**src/rtl/axi4_lite_master.sv**
```systemverilog
// axi4_lite_master
//
// AXI4-Lite initiator that turns single user commands into one AXI4-Lite
// read or write burst at a time. A command is accepted in IDLE. The master
// then runs either the AW/W/B channels or the AR/R channels. It returns the
// captured read data and response with a one-cycle done pulse.
//
// Ports:
//   ACLK, ARESET             clock (rising edge) and asynchronous active-high reset
//   cmd_valid / cmd_ready    user command handshake; cmd_ready is high only in IDLE
//   cmd_write                1 = write, 0 = read
//   cmd_addr, cmd_wdata      command address and write data
//   done                     one-cycle completion pulse
//   rdata                    last captured read data; writes leave it unchanged
//   resp                     BRESP/RRESP of the most recent transaction
//   AW*, W*, B*              write address, write data and write response channels
//   AR*, R*                  read address and read data channels

module axi4_lite_master #(
  parameter int ADDR_WIDTH = 4,
  parameter int DATA_WIDTH = 32
) (
  input  logic                  ACLK,
  input  logic                  ARESET,
  input  logic                  cmd_valid,
  output logic                  cmd_ready,
  input  logic                  cmd_write,
  input  logic [ADDR_WIDTH-1:0] cmd_addr,
  input  logic [DATA_WIDTH-1:0] cmd_wdata,
  output logic                  done,
  output logic [DATA_WIDTH-1:0] rdata,
  output logic [1:0]            resp,
  output logic [ADDR_WIDTH-1:0] AWADDR,
  output logic                  AWVALID,
  input  logic                  AWREADY,
  output logic [DATA_WIDTH-1:0] WDATA,
  output logic                  WVALID,
  input  logic                  WREADY,
  input  logic [1:0]            BRESP,
  input  logic                  BVALID,
  output logic                  BREADY,
  output logic [ADDR_WIDTH-1:0] ARADDR,
  output logic                  ARVALID,
  input  logic                  ARREADY,
  input  logic [DATA_WIDTH-1:0] RDATA,
  input  logic                  RVALID,
  output logic                  RREADY,
  input  logic [1:0]            RRESP
);

  typedef enum logic [1:0] {
    IDLE  = 2'd0,
    WRITE = 2'd1,
    READ  = 2'd2,
    DONE  = 2'd3
  } state_t;

  state_t state;
  logic   aw_done;
  logic   w_done;
  logic   b_done;
  logic   ar_done;
  logic   r_done;

  logic   aw_hs;
  logic   w_hs;
  logic   b_hs;
  logic   ar_hs;
  logic   r_hs;

  assign aw_hs = AWVALID & AWREADY;
  assign w_hs  = WVALID  & WREADY;
  assign b_hs  = BVALID  & BREADY;
  assign ar_hs = ARVALID & ARREADY;
  assign r_hs  = RVALID  & RREADY;

  always_ff @(posedge ACLK or posedge ARESET) begin
    if (ARESET) begin
      state     <= IDLE;
      cmd_ready <= 1'b1;
      done      <= 1'b0;
      rdata     <= '0;
      resp      <= 2'b00;
      AWADDR    <= '0;
      AWVALID   <= 1'b0;
      WDATA     <= '0;
      WVALID    <= 1'b0;
      BREADY    <= 1'b0;
      ARADDR    <= '0;
      ARVALID   <= 1'b0;
      RREADY    <= 1'b0;
      aw_done   <= 1'b0;
      w_done    <= 1'b0;
      b_done    <= 1'b0;
      ar_done   <= 1'b0;
      r_done    <= 1'b0;
    end else begin
      case (state)
        IDLE: begin
          done <= 1'b0;
          if (cmd_valid) begin
            cmd_ready <= 1'b0;
            if (cmd_write) begin
              AWADDR  <= cmd_addr;
              WDATA   <= cmd_wdata;
              AWVALID <= 1'b1;
              WVALID  <= 1'b1;
              // The slave pulses BVALID for a single cycle without waiting,
              // so BREADY is held for the whole write.
              BREADY  <= 1'b1;
              state   <= WRITE;
            end else begin
              ARADDR  <= cmd_addr;
              ARVALID <= 1'b1;
              // RREADY goes up together with ARVALID because the slave may
              // return R in the same cycle it accepts AR.
              RREADY  <= 1'b1;
              state   <= READ;
            end
          end
        end

        WRITE: begin
          if (aw_hs) begin
            AWVALID <= 1'b0;
            aw_done <= 1'b1;
          end
          if (w_hs) begin
            WVALID <= 1'b0;
            w_done <= 1'b1;
          end
          if (b_hs) begin
            b_done <= 1'b1;
            resp   <= BRESP;
          end
          // Handshakes that happen on this edge count toward completion.
          if ((aw_done | aw_hs) & (w_done | w_hs) & (b_done | b_hs)) begin
            BREADY <= 1'b0;
            done   <= 1'b1;
            state  <= DONE;
          end
        end

        READ: begin
          if (ar_hs) begin
            ARVALID <= 1'b0;
            ar_done <= 1'b1;
          end
          if (r_hs) begin
            r_done <= 1'b1;
            rdata  <= RDATA;
            resp   <= RRESP;
          end
          if ((ar_done | ar_hs) & (r_done | r_hs)) begin
            RREADY <= 1'b0;
            done   <= 1'b1;
            state  <= DONE;
          end
        end

        DONE: begin
          done      <= 1'b0;
          aw_done   <= 1'b0;
          w_done    <= 1'b0;
          b_done    <= 1'b0;
          ar_done   <= 1'b0;
          r_done    <= 1'b0;
          cmd_ready <= 1'b1;
          state     <= IDLE;
        end

        default: begin
          state     <= IDLE;
          cmd_ready <= 1'b1;
        end
      endcase
    end
  end

endmodule

```
**config.mk**
```make
export PLATFORM = sky130hd
export DESIGN_NAME = axi4_lite_master
export DESIGN_NICKNAME = d
export VERILOG_FILES = /design/src/rtl/axi4_lite_master.sv
export SDC_FILE = /design/constraint.sdc
export NUM_CORES = 1
export LEC_CHECK = 0
export CORE_ASPECT_RATIO = 0.7
export CORE_UTILIZATION = 40
export DETAILED_ROUTE_END_ITERATION = 6
export GPL_ROUTABILITY_DRIVEN = 0
export PLACE_DENSITY = 0.77
export SLEW_MARGIN = 20
export SYNTH_ARGS = -nofsm -noshare
export SYNTH_HDL_FRONTEND = slang
export SYNTH_SLANG_ARGS = --single-unit
```
**constraint.sdc**
```tcl
create_clock -name ACLK -period 3.4 [get_ports ACLK]
set_input_delay 0.68 -clock ACLK [delete_from_list [all_inputs] [get_ports ACLK]]
set_output_delay 0.68 -clock ACLK [all_outputs]
set_load 0.02 [all_outputs]
```
After elaboration in Yosys (flattened, before gate mapping) --
Cells that the tools add are included.
Storage, ports and cells: bits in registers 88, bits of input ports 81, output and inout bits 81, logic and storage cells 107
Operators by class: equal/unequal tests 13, mux-type cells 37, bitwise operators 14, reduce and logical (&&, ||, !) cells 25
Operators by type and width (number):
- 1-bit case mux with 2 select lines | 11
- 2-bit != test, second input constant | 10
- 4-bit AND reduction | 5
- 1-bit two-way mux | 17
- 2-bit AND reduction | 8
- 2-bit two-way mux | 6
- 3-bit AND reduction | 4
- 2-bit nonzero test | 6
- 1-bit bitwise AND | 8
- 2-bit case mux with 4 select lines | 1
- 1-bit bitwise OR | 5
- 2-bit == test, second input constant | 2
- 2-bit case mux with 2 select lines | 1
- 1-bit case mux with 3 select lines | 1
- 2-bit by 1-bit == test with 1-bit output, second input constant | 1
- 2-bit zero test | 1
- 2-bit OR reduction | 1
- 1-bit inverter | 1

Logic depth before layout (Yosys ltp) --
word-level depth 6, depth in mapped cells 8, mapped depth without buffers 6

Worst setup path after synthesis --
Ideal clock, no wire load.
path type register to register, from register state[0], to register done, setup time 0.125 ns, arrival time 1.497 ns, data required time 3.275 ns, slack 1.778 ns, cell stages (with the launch flop) 8, buffers on the path 1, period minus slack after synthesis 1.622 ns, path through dfrtp_1 inv_1 ha_1 buf_6 a21bo_4 o22ai_4 nor2_2 mux2_4
On the way: cells in the longest elaborated chain, start to end 3, elaborated cells on any way between the ends 9, those cells by class 5 x eq/ne; 1 x mux; 3 x reduce/logical
Ends and longest elaborated chain:
- start: declaration | line 58 | state_t state;
- start signal: assignment | line 79 | state <= IDLE;
- start signal: assignment | line 111 | state <= WRITE;
- start signal: assignment | line 118 | state <= READ;
- 2-bit == test (tied with other cells) | line 98 | case (state)
- 2-bit OR reduction (no line) or 2-bit != test (tied branches)
- 1-bit case mux with 3 select lines or 2-bit AND reduction (tied branches)
- end signal: assignment | line 81 | done <= 1'b0;
- end signal: assignment | line 100 | done <= 1'b0;
- end signal: assignment | line 139 | done <= 1'b1;
- end: declaration | line 30 | output logic done,
Several ways; a longest one is shown, not always the timed one. A chain may end at the register's enable or synchronous reset.

Worst setup path in the final report --
from register state[0], to register rdata[21]
On the way: cells in the longest elaborated chain, start to end 2
Ends and longest elaborated chain:
- 2-bit == test | line 98
- 2-bit AND reduction (no line)
- end signal: assignment | line 82 | rdata <= '0;
- end signal: assignment | line 151 | rdata <= RDATA;
- end: declaration | line 31 | output logic [DATA_WIDTH-1:0] rdata,
No other way between the ends.

==> out/results.tsv <==
metric	value	unit
detailed-route wire length per cell	15.16	microns
slew at the pin with the worst max-slew slack	0.7850	ns
Syn-to-layout area delta	56.57	%
CTS Buffer Depth	2	
clock sink count	88	
complex-gate fraction of the synthesized area	6.868	%
CTS Root Cell	clkbuf_16	
CP required	3.61	ns
WP data arrival	2.51	ns
Worst path top cell family by delay	simple AND/OR/NAND/NOR gates	
htree depth	3	
VDD IR max	0.0002085	V
top cell type's share of synthesized area	60.35	%
routed vias	2850	
synthesized flop and latch total	88	
most common library cell in the layout ignoring fill and taps	clkdlybuf4s50_1	
Die X	115.5	microns
Crit-path slowest cell	nand3_2	
most frequent cells in the layout	clkdlybuf4s50_1, nand2_1, dfrtp_1	
RSZ-0062 raised after global routing	no	
Synth Cell Area	0.003607	sq mm
First DRT Iteration DRCs	147	
Pwr per Cell Area	387.5	mW/mm^2
syn avg cell area	11.20	sq um
Initial Util	42.03	%
CTS tree	yes	
vias per std cell	4.688	
HP Class	reg -> reg	
crit end category	flip-flop	
setup tns final	0	ns
die area	0.009407	sq mm
first-pass GRT wire length	14240	microns
clock slew at reported path FFs	0.06	ns
Peak Freq	0.4352	GHz
Post-CTS Repair Setup Buffers	0	
leading area contributor after synthesis	dfrtp_1	
maxcap violations	0	
WP buf/inv	1	
NumNets Final	569	
largest net degree at the start of global routing	56	
count of input and output buffers	161	
final wirelength	9218	microns
EDFF count, synth	0	
crit path cell chain	inv_1 -> ha_1 -> nand3_2 -> mux2_2	
largest family of logic cells by synthesized area	simple AND/OR/NAND/NOR gates	
antenna violations before repair	0	
Hold Vio Cnt, Final	0	
Adder-Cell Fraction of Synth Area	1.387	%
Core Region	0.008583	sq mm
Total GRT Usage	19.97	%
Die Y	81.45	microns
period utilisation layout	67.58	%
Worst setup SP type	flip-flop	
predominant post-synthesis flop cell	dfrtp_1	
leakage	2.678	nW
vias in the first global route	2929	
post-synthesis mux area share	13.18	%
Async S/R FF share, synth	100.0	%
Clock Latency Late Sink	0.33	ns
GRT overflow	0	
DRT antenna net count	0	
DPL Wire Length	6605	microns
outcome	complete, no violations	
Synth Instances	322	
share of layout cells above drive strength 1	14.14	%
Synth Warn #	0	
endpoints failing setup	0	
Final Max Tran Viols	0	
count of cell types in the netlist	35	
Final Util	65.80	%
CP Max Fanout	33	
CP max stage delay	0.70	ns
Hold Buf Count CTS	0	
Ant. Diodes	0	
DRC Markers	0	
WS Path Type	reg -> reg	
clk_skew	0.006918	ns
Std-Cell Rows	28	
relative slew slack	47.60	%
register area share after synthesis	61.08	%
CTS Buf Count	9	
Net Count, Synth	407	
Pre-antenna DRT Iters	4	
Synth Area in XOR/XNOR	0	%
post-CTS sizing	0	
simple-gate share of the synthesized area	14.98	%
Ports	162	
Tmin final	2.298	ns
ranking of synthesized cells by area	dfrtp_1, mux2_2, nand2_1, ha_1, buf_2	
[logic make-up after synthesis]
group / after synthesis
compound gates: 33
buf+inv: 19
simple gates: 136
fa+ha+maj: 4
mux: 42
flops: 88
[worst reg2reg max path: stages, from the launching register on]
cell     delay, ns
dfrtp_1       0.43
inv_1         0.11
ha_1          0.40
nand3_2       0.70
mux2_2        0.55
[synthesized netlist by cell type (all sizes together) (3+ instances only)]
| library cell | count |
|---|---|
| nand3 | 5 |
| clkbuf | 4 |
| o21ai | 6 |
| buf | 10 |
| ha | 4 |
| dfrtp | 87 |
| a21oi | 6 |
| a31oi | 5 |
| nand2 | 120 |
| mux2 | 41 |
| o22ai | 3 |
| inv | 5 |
| o2bb2ai | 3 |
| nor2 | 6 |
[sequential cells by signal, summed over array words and instances, names as in the netlist, 2 cells and up]
name,cells
ARADDR,4
AWADDR,4
WDATA,32
rdata,32
resp,2
state,2
[final cells by class]
class	instances	area, sq um
repair buffers	165	1654
multi-input cells	215	1314
clock inverters	4	53.80
inverters	5	20.02
flip-flops and latches	88	2203
fillers	673	2935
clock buffers	11	252.7
well taps	120	150.1
[where the power goes]
| group | switching, mW | internal, mW | leakage, nW | total [mW] |
|---|---|---|---|---|
| sequential | 0.00113 | 1.05 | 1.21 | 1.05 |
| clock | 0.393 | 0.607 | 0.144 | 1.00 |
| combinational | 0.0460 | 0.0922 | 1.33 | 0.138 |
| total | 0.440 | 1.75 | 2.68 | 2.19 |
[layer usage]
layer / vias to the layer above / GRT usage, % / share of wire (%)
li1: 1395 / - / -
met4: 0 / 5.455 / 1.0
met5: - / 0 / 0
met1: 1315 / 26.79 / 46
met2: 129 / 29.52 / 42
met3: 11 / 8.635 / 11
[per-stage QoR]
step / cell area, sq um / power (mW) / cells / setup slack [ns] / hold WS (ns)
after global placement: 5341 / 1.209 / 593 / 0.9354 / 0.4571
after global routing: 5648 / 2.279 / 608 / 0.9234 / 0.4978
final: 5648 / 2.189 / 608 / 1.102 / 0.4711
after detailed placement: 5341 / 1.210 / 593 / 0.8862 / 0.4608
after CTS: 5648 / 2.218 / 608 / 1.054 / 0.4767
after floorplan: 3607 / 1.097 / 322 / 0.4431 / 0.4904
[final timing paths]
kind / slack, ns / depth (start not counted) / from / end
worst max-delay path: 1.10 / 4 / state[0]$_DFFE_PP0P_ / rdata[21]$_DFFE_PP0P_
worst min-delay path: 0.47 / 2 / WDATA[30]$_DFFE_PP0P_ / WDATA[30]$_DFFE_PP0P_
worst max register to register: 1.10 / 4 / state[0]$_DFFE_PP0P_ / rdata[21]$_DFFE_PP0P_
worst min register to register: 0.47 / 2 / WDATA[30]$_DFFE_PP0P_ / WDATA[30]$_DFFE_PP0P_
max in group asynchronous: 1.92 / 3 / ARESET / cmd_ready$_DFFE_PP1P_
min in group asynchronous: 0.74 / 2 / ARESET / rdata[28]$_DFFE_PP0P_
No activity file was read; power rests on OpenSTA's default activity.
